### config.mk
export PLATFORM = sky130hd
export DESIGN_NAME = shortcut_align_flat
export DESIGN_NICKNAME = d
export VERILOG_FILES = /design/src/rtl/shortcut_align_pkg.sv /design/src/rtl/shortcut_align_if.sv /design/src/rtl/shortcut_align_fifo.sv /design/src/rtl/shortcut_align.sv /design/src/flat_wrapper.sv
export SDC_FILE = /design/constraint.sdc
export NUM_CORES = 2
export LEC_CHECK = 0
export ABC_CLOCK_PERIOD_IN_PS = 10400
export BUFFER_PORTS_ARGS = -buffer_cell sky130_fd_sc_hd__clkbuf_2
export CORE_MARGIN = 2
export CORE_UTILIZATION = 45
export CTS_CLUSTER_DIAMETER = 150
export CTS_CLUSTER_SIZE = 10
export DETAILED_ROUTE_END_ITERATION = 8
export GPL_TIMING_DRIVEN = 0
export PLACE_DENSITY_LB_ADDON = 0.15
export SLEW_MARGIN = 40
export SYNTH_ARGS = -nofsm -noshare
export SYNTH_HDL_FRONTEND = slang
export SYNTH_SLANG_ARGS = --single-unit
### constraint.sdc
create_clock -name system_clk -period 10.4 [get_ports system_clk]
set_clock_uncertainty 0.05 [all_clocks]
set_input_delay 1.56 -clock system_clk [delete_from_list [all_inputs] [get_ports system_clk]]
set_output_delay 1.56 -clock system_clk [all_outputs]
set_load 0.005 [all_outputs]
### src/rtl/shortcut_align_pkg.sv
// Shared definitions for the shortcut alignment block: FSM encoding, beat-count
// width and FIFO depth default. Also provides the FEATURE_WIDTH macro default.
`ifndef FEATURE_WIDTH
`define FEATURE_WIDTH 8
`endif

package shortcut_align_pkg;

  localparam int unsigned BEAT_CNT_W     = 16;
  localparam int unsigned FIFO_DEPTH_DEF = 16;
  localparam int unsigned LANES          = 8;

  typedef enum logic [1:0] {
    ST_IDLE = 2'd0,
    ST_RUN  = 2'd1,
    ST_DONE = 2'd2
  } state_e;

endpackage

### src/rtl/shortcut_align_if.sv
// Beat-level bus of the shortcut alignment block.
//   x1_*      : main-path (conv result) beats, valid/ready handshake
//   x2_*      : shortcut-path beats, valid/ready handshake
//   feature_* : aligned beat pair towards the adder, valid only (no backpressure)
// master = producer/consumer side (testbench or upstream), slave = aligner.
interface shortcut_align_if #(
  parameter int unsigned FEATURE_WIDTH = `FEATURE_WIDTH
);
  localparam int unsigned BEAT_W = FEATURE_WIDTH * 8;

  logic [BEAT_W-1:0] x1_data_in;
  logic              x1_valid_in;
  logic              x1_ready_out;
  logic [BEAT_W-1:0] x2_data_in;
  logic              x2_valid_in;
  logic              x2_ready_out;
  logic [BEAT_W-1:0] feature_x1_out;
  logic [BEAT_W-1:0] feature_x2_out;
  logic              feature_x_valid_out;

  modport master (
    output x1_data_in, x1_valid_in, x2_data_in, x2_valid_in,
    input  x1_ready_out, x2_ready_out,
    input  feature_x1_out, feature_x2_out, feature_x_valid_out
  );

  modport slave (
    input  x1_data_in, x1_valid_in, x2_data_in, x2_valid_in,
    output x1_ready_out, x2_ready_out,
    output feature_x1_out, feature_x2_out, feature_x_valid_out
  );

endinterface

### src/rtl/shortcut_align_fifo.sv
// align_fifo: single-clock FIFO with registered full/empty flags and occupancy.
//   i_push/i_data : write one entry (caller guarantees !o_full)
//   i_pop         : drop head entry (caller guarantees !o_empty)
//   o_data        : current head entry
//   o_full/o_empty/o_count : registered occupancy status
module align_fifo #(
  parameter int unsigned WIDTH = 64,
  parameter int unsigned DEPTH = 16,
  localparam int unsigned PTR_W = $clog2(DEPTH),
  localparam int unsigned CNT_W = PTR_W + 1
) (
  input  logic             clk,
  input  logic             rst_n,
  input  logic             i_push,
  input  logic             i_pop,
  input  logic [WIDTH-1:0] i_data,
  output logic [WIDTH-1:0] o_data,
  output logic             o_full,
  output logic             o_empty,
  output logic [CNT_W-1:0] o_count
);

  logic [WIDTH-1:0] r_mem [DEPTH];
  logic [PTR_W-1:0] r_wr_ptr;
  logic [PTR_W-1:0] r_rd_ptr;
  logic [CNT_W-1:0] r_count;
  logic [CNT_W-1:0] w_count_nxt;
  logic             r_full;
  logic             r_empty;

  // Next occupancy; simultaneous push and pop leave it unchanged.
  always_comb begin
    w_count_nxt = r_count;
    case ({i_push, i_pop})
      2'b10:   w_count_nxt = r_count + CNT_W'(1);
      2'b01:   w_count_nxt = r_count - CNT_W'(1);
      default: w_count_nxt = r_count;
    endcase
  end

  // Pointers wrap naturally because DEPTH is a power of two.
  always_ff @(posedge clk or negedge rst_n) begin
    if (!rst_n) begin
      r_wr_ptr <= '0;
      r_rd_ptr <= '0;
      r_count  <= '0;
      r_full   <= 1'b0;
      r_empty  <= 1'b1;
    end else begin
      if (i_push) r_wr_ptr <= r_wr_ptr + PTR_W'(1);
      if (i_pop)  r_rd_ptr <= r_rd_ptr + PTR_W'(1);
      r_count <= w_count_nxt;
      r_full  <= (w_count_nxt == CNT_W'(DEPTH));
      r_empty <= (w_count_nxt == '0);
    end
  end

  // Storage is not reset; occupancy alone defines which entries are live.
  always_ff @(posedge clk) begin
    if (i_push) r_mem[r_wr_ptr] <= i_data;
  end

  assign o_data  = r_mem[r_rd_ptr];
  assign o_full  = r_full;
  assign o_empty = r_empty;
  assign o_count = r_count;

endmodule

### src/rtl/shortcut_align.sv
// shortcut_align: pairs main-path (x1) beats with shortcut-path (x2) beats for
// a job of total_beats_in pairs and emits them in order to the adder stage.
//   system_clk, rst_n : clock, async active-low reset
//   start_in          : job start pulse, sampled in IDLE with total_beats_in
//   bus (slave)       : x1/x2 valid/ready inputs, aligned pair output
//   busy_out          : high while the job runs
//   done_out          : one-cycle pulse at job end
module shortcut_align
  import shortcut_align_pkg::*;
#(
  parameter int unsigned FEATURE_WIDTH = `FEATURE_WIDTH,
  parameter int unsigned FIFO_DEPTH    = FIFO_DEPTH_DEF
) (
  input  logic                  system_clk,
  input  logic                  rst_n,
  input  logic                  start_in,
  input  logic [BEAT_CNT_W-1:0] total_beats_in,
  shortcut_align_if.slave       bus,
  output logic                  busy_out,
  output logic                  done_out
);

  localparam int unsigned BEAT_W = FEATURE_WIDTH * LANES;
  localparam int unsigned CNT_W  = $clog2(FIFO_DEPTH) + 1;

  state_e                r_state;
  logic [BEAT_CNT_W-1:0] r_total;
  logic [BEAT_CNT_W-1:0] r_acc1;
  logic [BEAT_CNT_W-1:0] r_acc2;
  logic [BEAT_CNT_W-1:0] r_emit;
  logic [BEAT_W-1:0]     r_f1;
  logic [BEAT_W-1:0]     r_f2;
  logic                  r_fv;
  logic                  r_busy;
  logic                  r_done;

  logic                  w_run;
  logic                  w_ready1;
  logic                  w_ready2;
  logic                  w_push1;
  logic                  w_push2;
  logic                  w_pop;
  logic [BEAT_W-1:0]     w_q1;
  logic [BEAT_W-1:0]     w_q2;
  logic                  w_full1;
  logic                  w_full2;
  logic                  w_empty1;
  logic                  w_empty2;
  logic [CNT_W-1:0]      w_cnt1;
  logic [CNT_W-1:0]      w_cnt2;

  // Ready depends on registered state only, never on the valid inputs.
  assign w_run    = (r_state == ST_RUN);
  assign w_ready1 = w_run && !w_full1 && (r_acc1 < r_total);
  assign w_ready2 = w_run && !w_full2 && (r_acc2 < r_total);
  assign w_push1  = bus.x1_valid_in && w_ready1;
  assign w_push2  = bus.x2_valid_in && w_ready2;
  assign w_pop    = w_run && !w_empty1 && !w_empty2 && (r_emit < r_total);

  align_fifo #(.WIDTH(BEAT_W), .DEPTH(FIFO_DEPTH)) u_fifo_x1 (
    .clk     (system_clk),
    .rst_n   (rst_n),
    .i_push  (w_push1),
    .i_pop   (w_pop),
    .i_data  (bus.x1_data_in),
    .o_data  (w_q1),
    .o_full  (w_full1),
    .o_empty (w_empty1),
    .o_count (w_cnt1)
  );

  align_fifo #(.WIDTH(BEAT_W), .DEPTH(FIFO_DEPTH)) u_fifo_x2 (
    .clk     (system_clk),
    .rst_n   (rst_n),
    .i_push  (w_push2),
    .i_pop   (w_pop),
    .i_data  (bus.x2_data_in),
    .o_data  (w_q2),
    .o_full  (w_full2),
    .o_empty (w_empty2),
    .o_count (w_cnt2)
  );

  // Job FSM, handshake counters and registered pair output.
  always_ff @(posedge system_clk or negedge rst_n) begin
    if (!rst_n) begin
      r_state <= ST_IDLE;
      r_total <= '0;
      r_acc1  <= '0;
      r_acc2  <= '0;
      r_emit  <= '0;
      r_f1    <= '0;
      r_f2    <= '0;
      r_fv    <= 1'b0;
      r_busy  <= 1'b0;
      r_done  <= 1'b0;
    end else begin
      r_fv <= w_pop;
      if (w_pop) begin
        r_f1   <= w_q1;
        r_f2   <= w_q2;
        r_emit <= r_emit + BEAT_CNT_W'(1);
      end
      if (w_push1) r_acc1 <= r_acc1 + BEAT_CNT_W'(1);
      if (w_push2) r_acc2 <= r_acc2 + BEAT_CNT_W'(1);

      case (r_state)
        ST_IDLE: begin
          if (start_in) begin
            r_total <= total_beats_in;
            r_acc1  <= '0;
            r_acc2  <= '0;
            r_emit  <= '0;
            if (total_beats_in != '0) begin
              r_state <= ST_RUN;
              r_busy  <= 1'b1;
            end else begin
              r_state <= ST_DONE;
              r_done  <= 1'b1;
            end
          end
        end
        ST_RUN: begin
          // Last pair was registered in the previous cycle.
          if (r_emit == r_total) begin
            r_state <= ST_DONE;
            r_busy  <= 1'b0;
            r_done  <= 1'b1;
          end
        end
        ST_DONE: begin
          r_state <= ST_IDLE;
          r_done  <= 1'b0;
        end
        default: begin
          r_state <= ST_IDLE;
          r_busy  <= 1'b0;
          r_done  <= 1'b0;
        end
      endcase
    end
  end

  // Occupancy can never leave [0, FIFO_DEPTH].
  assert property (@(posedge system_clk) disable iff (!rst_n)
    (w_cnt1 <= CNT_W'(FIFO_DEPTH)) && (w_cnt2 <= CNT_W'(FIFO_DEPTH)));

  assign bus.x1_ready_out        = w_ready1;
  assign bus.x2_ready_out        = w_ready2;
  assign bus.feature_x1_out      = r_f1;
  assign bus.feature_x2_out      = r_f2;
  assign bus.feature_x_valid_out = r_fv;
  assign busy_out                = r_busy;
  assign done_out                = r_done;

endmodule

### src/flat_wrapper.sv
// flat-port wrapper written by rule: the top's interface ports become plain ports
module shortcut_align_flat import shortcut_align_pkg::*;
#(
  parameter int unsigned FEATURE_WIDTH = `FEATURE_WIDTH,
  parameter int unsigned FIFO_DEPTH    = FIFO_DEPTH_DEF
)
  (system_clk, rst_n, start_in, total_beats_in, busy_out, done_out, bus_x1_data_in, bus_x1_valid_in, bus_x2_data_in, bus_x2_valid_in, bus_x1_ready_out, bus_x2_ready_out, bus_feature_x1_out, bus_feature_x2_out, bus_feature_x_valid_out);
  shortcut_align_if #(.FEATURE_WIDTH(FEATURE_WIDTH)) bus_i ();
  input  logic system_clk;
  input  logic rst_n;
  input  logic start_in;
  input  logic [BEAT_CNT_W-1:0] total_beats_in;
  output logic busy_out;
  output logic done_out;
  input wire logic [$bits(bus_i.x1_data_in)-1:0] bus_x1_data_in;
  input wire logic [$bits(bus_i.x1_valid_in)-1:0] bus_x1_valid_in;
  input wire logic [$bits(bus_i.x2_data_in)-1:0] bus_x2_data_in;
  input wire logic [$bits(bus_i.x2_valid_in)-1:0] bus_x2_valid_in;
  output wire logic [$bits(bus_i.x1_ready_out)-1:0] bus_x1_ready_out;
  output wire logic [$bits(bus_i.x2_ready_out)-1:0] bus_x2_ready_out;
  output wire logic [$bits(bus_i.feature_x1_out)-1:0] bus_feature_x1_out;
  output wire logic [$bits(bus_i.feature_x2_out)-1:0] bus_feature_x2_out;
  output wire logic [$bits(bus_i.feature_x_valid_out)-1:0] bus_feature_x_valid_out;
  assign bus_i.x1_data_in = bus_x1_data_in;
  assign bus_i.x1_valid_in = bus_x1_valid_in;
  assign bus_i.x2_data_in = bus_x2_data_in;
  assign bus_i.x2_valid_in = bus_x2_valid_in;
  assign bus_x1_ready_out = bus_i.x1_ready_out;
  assign bus_x2_ready_out = bus_i.x2_ready_out;
  assign bus_feature_x1_out = bus_i.feature_x1_out;
  assign bus_feature_x2_out = bus_i.feature_x2_out;
  assign bus_feature_x_valid_out = bus_i.feature_x_valid_out;
  shortcut_align #(.FEATURE_WIDTH(FEATURE_WIDTH), .FIFO_DEPTH(FIFO_DEPTH)) u_core (.system_clk(system_clk), .rst_n(rst_n), .start_in(start_in), .total_beats_in(total_beats_in), .bus(bus_i), .busy_out(busy_out), .done_out(done_out));
endmodule
Word level (Yosys, flattened, before mapping)
Memories as Yosys holds them, arrays and structs flattened. A register that Yosys moved wholly into a read port is not among the register bits.
Cells that the tools add are included.
{ "word_totals": {"wordCells": 98, "ram_bits": 2048, "input_bits": 149, "regBits": 99, "n_memories": 2, "output_inout_bits": 133} }
{ "memory_table": {"columns": ["memory", "words", "word_bits", "rd", "rd_ports_with_merged_regs", "write_ports", "line", "text"], "rows": [
  ["u_core.u_fifo_x1.r_mem", 16, 64, 1, 1, 1, "shortcut_align_fifo.sv:23", "logic [WIDTH-1:0] r_mem [DEPTH];"],
  ["u_core.u_fifo_x2.r_mem", 16, 64, 1, 1, 1, "shortcut_align_fifo.sv:23", null]
]} }
{ "classes": {"n_bitwise": 1, "n_lt_le_gt_ge": 3, "reduce_logical": 23, "addsub": 11, "mux": 27, "eq_ne": 13} }
{ "ops": {"columns": ["cell", "n"], "rows": [
  ["two-way mux 16 bit", 9],
  ["adder 16 x 1 -> 16 bit (second input constant)", 3],
  ["< comparator 16 bit", 3],
  ["case mux 5 bit (2 select lines)", 2],
  ["adder 4 x 1 -> 4 bit (second input constant)", 4],
  ["== test 16 bit", 1],
  ["nonzero test 16 bit", 1],
  ["adder 5 x 1 -> 5 bit (second input constant)", 2],
  ["== test 5 bit (second input constant)", 2],
  ["zero test 5 bit", 2],
  ["two-way mux 1 bit", 10],
  ["subtractor 5 x 1 -> 5 bit (second input constant)", 2],
  ["logical AND 1 bit", 9],
  ["== test 2 x 1 -> 1 bit (second input constant)", 3],
  ["== test 2 bit (second input constant)", 3],
  ["zero test 1 bit", 6],
  ["two-way mux 2 bit", 3],
  ["inequality test 2 bit (second input constant)", 3],
  ["case mux 2 bit (2 select lines)", 1],
  ["AND reduction 2 bit", 2],
  ["AND reduction 4 bit", 1],
  ["case mux 1 bit (3 select lines)", 1],
  ["AND reduction 3 bit", 1],
  ["zero test 2 bit", 1],
  ["other kinds (3)", 3]
]} }

Logic depth before layout (Yosys ltp)
{ "depth": {"ltp_word": 7, "depth_mapped": 18, "mapped_depth_nobuf": 17} }

Modules after synthesis
From an unflattened synthesis, not the netlist that was laid out.
{ "unflattened": {"cells_unflattened": 4058, "hier_area_um2": 87810.5} }
{ "modules_own_cells": {"columns": ["module", "area_per_inst_um2", "cells_per_inst", "n_inst", "seq_area_each_um2"], "rows": [
  ["align_fifo (u_core.u_fifo_x2)", 39350.2, 1514, 1, 31126.1],
  ["align_fifo (u_core.u_fifo_x1)", 39312.7, 1517, 1, 31126.1],
  ["shortcut_align", 9147.5, 1027, 1, 4929.7]
]} }

Worst setup path after synthesis
Ideal clock, no wire load.
{ "synth_timing": {"path_type": "input port to flip-flop", "from": "input port bus_x2_valid_in", "to": "memory u_core.u_fifo_x2.r_mem[3][0], enable pin", "setup_ns": 0.666, "stages": 4, "n_path_buf": 1, "t_required_ns": 9.684, "t_arrival_ns": 8.593, "slack_ns": 1.090, "cell_sequence": "and3_1 > inv_1 > buf_2 > nor4b_1"} }
{ "synth_via": {"elab_chain_len": 3} }
{ "synth_rtl": {"columns": ["element", "line", "text"], "rows": [
  ["from (decl)", "flat_wrapper.sv:18", "input wire logic [$bits(bus_i.x2_valid_in)-1:0] bus_x2_valid_in;"],
  ["logical AND 1 bit", "shortcut_align.sv:57", "assign w_push2 = bus.x2_valid_in && w_ready2;"],
  ["two-way mux 1 bit", "shortcut_align_fifo.sv:60", "if (i_push) r_mem[r_wr_ptr] <= i_data;"],
  ["two-way mux 1 bit (not written as such)", "shortcut_align_fifo.sv:60", null],
  ["to (decl)", "shortcut_align_fifo.sv:23", null]
]} }
Every way passes these cells.

Final worst setup path
{ "layout_timing": {"from": "register u_core.r_total[13]", "to": "register u_core.u_fifo_x2.r_full (netlist: u_core.u_fifo_x2.o_full)"} }
{ "layout_via": {"word_cells_on_any_way": 9, "cone_classes": "2 x order compare; 3 x eq/ne; 1 x mux; 3 x reduce/logical"} }
{ "layout_rtl": {"columns": ["element", "line", "text"], "rows": [
  ["from (decl)", "shortcut_align.sv:27", "logic [BEAT_CNT_W-1:0] r_total;"],
  ["from (signal assigned)", "shortcut_align.sv:110", "r_total <= total_beats_in;"],
  ["< comparator 16 bit (*)", "shortcut_align.sv:58", "assign w_pop = w_run && !w_empty1 && !w_empty2 && (r_emit < r_total);"],
  ["logical AND 1 bit (*)", "shortcut_align.sv:58", null],
  ["net u_core.u_fifo_x1.i_pop", "shortcut_align_fifo.sv:15", "input logic i_pop,"],
  ["== test 2 x 1 -> 1 bit / == test 2 bit (equally long branches)", "shortcut_align_fifo.sv:34", "case ({i_push, i_pop})"],
  ["case mux 5 bit (2 select lines) (*)", "shortcut_align_fifo.sv:34", null],
  ["net u_core.u_fifo_x2.w_count_nxt[3]", "shortcut_align_fifo.sv:27", "logic [CNT_W-1:0] w_count_nxt;"],
  ["== test 5 bit (*)", "shortcut_align_fifo.sv:53", "r_full <= (w_count_nxt == CNT_W'(DEPTH));"],
  ["to (signal assigned)", "shortcut_align_fifo.sv:53", null],
  ["to (decl)", "shortcut_align_fifo.sv:28", "logic r_full;"]
]} }
The timed path passes the listed nets; every way through them passes the cells marked *.
A chain may end at the register's enable or synchronous reset.

==> results_dict.tcl <==
set metrics [dict create \
    ys.flop_type "edfxtp_1" \
    whs_ns 0.428 \
    startpoint "u_core.r_total[13]" \
    crit_cells 17 \
    r2r_setup_slack_ns 5.36 \
    stdcell_area_sq_um 103000 \
    synth_seq_area_share_pct 76.9 \
    synth_area_leader_cell "edfxtp_1" \
    cp_top_family "buffers and inverters" \
    cts_root_buf "clkbuf_16" \
    overflow 0 \
    placement.cell_area_sq_um 95300 \
    cap_violations 0 \
    final_layout_size_suffix_gt1_share_pct 37.6 \
    die_area_sq_um 198000 \
    worstPathCellList "inv_1 -> ha_1 -> a21o_1 -> a21oi_1 -> o21ai_1 -> or4_1 -> buf_2 -> inv_2 -> buf_2 -> ha_1 -> ha_1 -> a21o_1 -> a21oi_1 -> xor2_1 -> o21ai_0 -> or4_1 -> nor2b_1" \
    rsz0062_at_grt "no" \
    p_seq_share_pct 40.1 \
    holdBufCountCts 0 \
    ys_warn_count 0 \
    netSwitchingFraction_pct 29.1 \
    grt_pass1_vias 43800 \
    syn-cell-area_sq_um 87300 \
    drt-pass1-iter-count 6 \
    leakage_nw 34.8 \
    clk_latency_ns 0.93 \
    p_comb_share_pct 29.1 \
    ios 282 \
    antenna_found_initial 31 \
    drv_slew 0 \
    fin_nets 4812 \
    critPathMostFrequentCell "ha_1" \
    synthTopCellsByArea "edfxtp_1, mux4_2, dfrtp_1" \
    intPower_mw 19.7 \
    register_area_sq_um 67200 \
    start_util_pct 45.3 \
    final_util_pct 53.6 \
    grt_max_degree 56 \
    cts_sinks 2275 \
    finalHoldViolCount 0 \
    synth_cells 3758 \
    start_kind "flop" \
    gp_congestion 0.771 \
    post_cts_resized 0 \
    die_h_microns 445 \
    status "complete, no violations" \
    grt_pass1_wl_microns 317000 \
    crit_buf_inv 4 \
    final_antenna_net_count 0 \
    syn-num-nets 3976 \
    wl_per_cell_microns 30.0 \
    via_per_inst 5.79 \
    place_ws_ns 5.37 \
    portBuffers 280 \
    routed_wl_microns 219000 \
    finalCritPeriodShare_pct 48.4 \
    ys_seq_elements 2275 \
    cts_tree "done" \
    tightest_slew_ns 0.885 \
    timing.rr.end "u_core.u_fifo_x2.o_full" \
    worst-path-max-fanout 12 \
    final_common_cell "edfxtp_1" \
    fill_cells 14800 \
    slowest_delay_ns 0.59 \
    dr_total_vias 42300 \
    clk_pin_slew_ns 0.06 \
    worstPathRequired_ns 11.18 \
    area_growth_pct 18.1 \
    synthDistinctLibCells 51 \
    peakVddDrop_mv 0.170 \
    power.net_switching_mw 8.07 \
    hp-class "reg2reg" \
    clockBufferDepth 4 \
    dieWidth_microns 445 \
    final.setup.worst_slack_ns 5.36 \
    setup_violations 0 \
    postCtsSetupBuffers 0 \
    final.min_clock_period_ns 5.04 \
    crit_arrival_ns 5.82 \
    post-dp-hpwl_microns 144000 \
    crit_slowest_cell "buf_2" \
    htreeDepth 5 \
    track_usage_pct 22.4 \
    drt_iter0_drc 4150 \
    fmax_mhz 198 \
    std_cell_rows 161 \
    maxSlewHeadroom_pct 41.0 \
    crit_type "reg2reg" \
    reg2reg_from "u_core.r_total[13]" \
    worstSetupEndpointType "flop" \
    async_flop_share_pct 9.98 \
    timing.critical_path.to "u_core.u_fifo_x2.o_full" \
    syn_avg_cell_area_sq_um 23.2 \
    synth_edf_count 2048 \
    power_per_cell_area_nw_per_um2 269 \
    multi_input_area_sq_um 19400 \
    final_cell_mix "edfxtp_1, mux4_2, clkbuf_2, clkbuf_16, dfrtp_1" \
    pwr-share-clk_pct 30.8 \
    drc 0 \
    core_area_sq_um 193000 \
    cts-buffers-inserted 277 \
    synth_top_area_share_pct 70.4 \
    reg2reg_depth 17 \
]
## synth_stat cells (3+ instances only)
master and instances:
inv_1 37, nor4_1 6, clkbuf_1 107, nor4b_1 4, dfrtp_1 225, and3_1 17
buf_1 10, nand2_1 71, ha_1 67, and4_1 7, edfxtp_1 2048, nor2b_1 5
or4_1 14, a21oi_1 34, xnor2_1 12, or3_1 9, buf_4 5, mux4_2 640
o21ai_0 40, o211ai_1 9, and2_1 4, nand3_1 26, a21o_1 4, o31ai_1 9
buf_2 62, nor2_1 49, nand4_1 29, xor2_1 24, mux2i_1 7, nor3_1 12
a211oi_1 3, mux2_2 131, nand2b_1 7
## routing by layer
metal	up-vias	part of all wire [%]	track usage, %
met5	-	0.039	0
met4	14	2.3	5.98
met3	344	5.6	3.77
met2	1342	48	35.5
met1	23000	44	32.4
li1	17600	-	-
## sequential cells by signal (all words and copies together), names as in the netlist, 2 cells and up
name / count
u_core.r_state: 2
u_core.bus.feature_x1_out: 64
u_core.u_fifo_x1.r_mem: 1024
u_core.r_emit: 16
u_core.r_acc2: 16
u_core.r_total: 16
u_core.bus.feature_x2_out: 64
u_core.u_fifo_x1.o_count: 5
u_core.u_fifo_x2.o_count: 5
u_core.u_fifo_x2.r_wr_ptr: 4
u_core.u_fifo_x2.r_mem: 1024
u_core.u_fifo_x2.r_rd_ptr: 4
u_core.u_fifo_x1.r_wr_ptr: 4
u_core.u_fifo_x1.r_rd_ptr: 4
u_core.r_acc1: 16
## kinds of logic (layout without fill, tap and decap cells)
logic type      count (synthesis)  in the layout  share of synthesized area [%]
mux                           778            778                           18.3
compound gates                113            113                          0.782
fa+ha+maj                      69             69                           1.01
xor+xnor                       36             36                          0.361
simple gates                  264            264                           1.56
flops                        2275           2275                           76.9
buf+inv                       223           1231                           1.08
other cells                     0              7                              0
## power by group through the flow
stage / clock, mW / sequential, mW / combinational [mW]
floorplan: 0 / 11.3 / 5.23
global placement: 0 / 11.4 / 7.96
detailed placement: 0 / 11.3 / 8.25
CTS: 8.74 / 11.1 / 8.27
global route: 9.10 / 11.2 / 8.63
finish: 8.55 / 11.1 / 8.08
## worst min-delay path by stage
stage / from / cells after the start / slack, ns / end
after global routing: u_core.u_fifo_x2.o_count[4] / 1 / 0.44 / u_core.u_fifo_x2.o_count[4]
final: u_core.u_fifo_x1.o_count[4] / 1 / 0.43 / u_core.u_fifo_x1.o_count[4]
after detailed placement: u_core.u_fifo_x2.o_count[4] / 1 / 0.42 / u_core.u_fifo_x2.o_count[4]
after global placement: u_core.u_fifo_x2.o_count[4] / 1 / 0.41 / u_core.u_fifo_x2.o_count[4]
after floorplan: u_core.u_fifo_x1.o_count[4] / 1 / 0.40 / u_core.u_fifo_x1.o_count[4]
after CTS: u_core.u_fifo_x2.o_count[4] / 1 / 0.42 / u_core.u_fifo_x2.o_count[4]
## layout make-up
class / count / share of cell area [%]
flip-flops and latches: 2275 / 65.1
repair buffers: 557 / 4.44
multi-input cells: 1260 / 18.8
clock inverters: 4 / 0.0400
well taps: 2526 / 3.06
diodes: 7 / 0.0170
plain buffers: 185 / 0.854
inverters: 38 / 0.138
clock buffers: 447 / 7.52
## metrics by stage
stage	power [mW]	cells	setup TNS, ns
finish	27.7	7299	0
global route	28.9	7297	0
CTS	28.1	7291	0
detailed placement	19.5	6840	0
global placement	19.4	6564	-3632.18
floorplan	16.5	3758	0
Power figures use the tool's default switching activity.
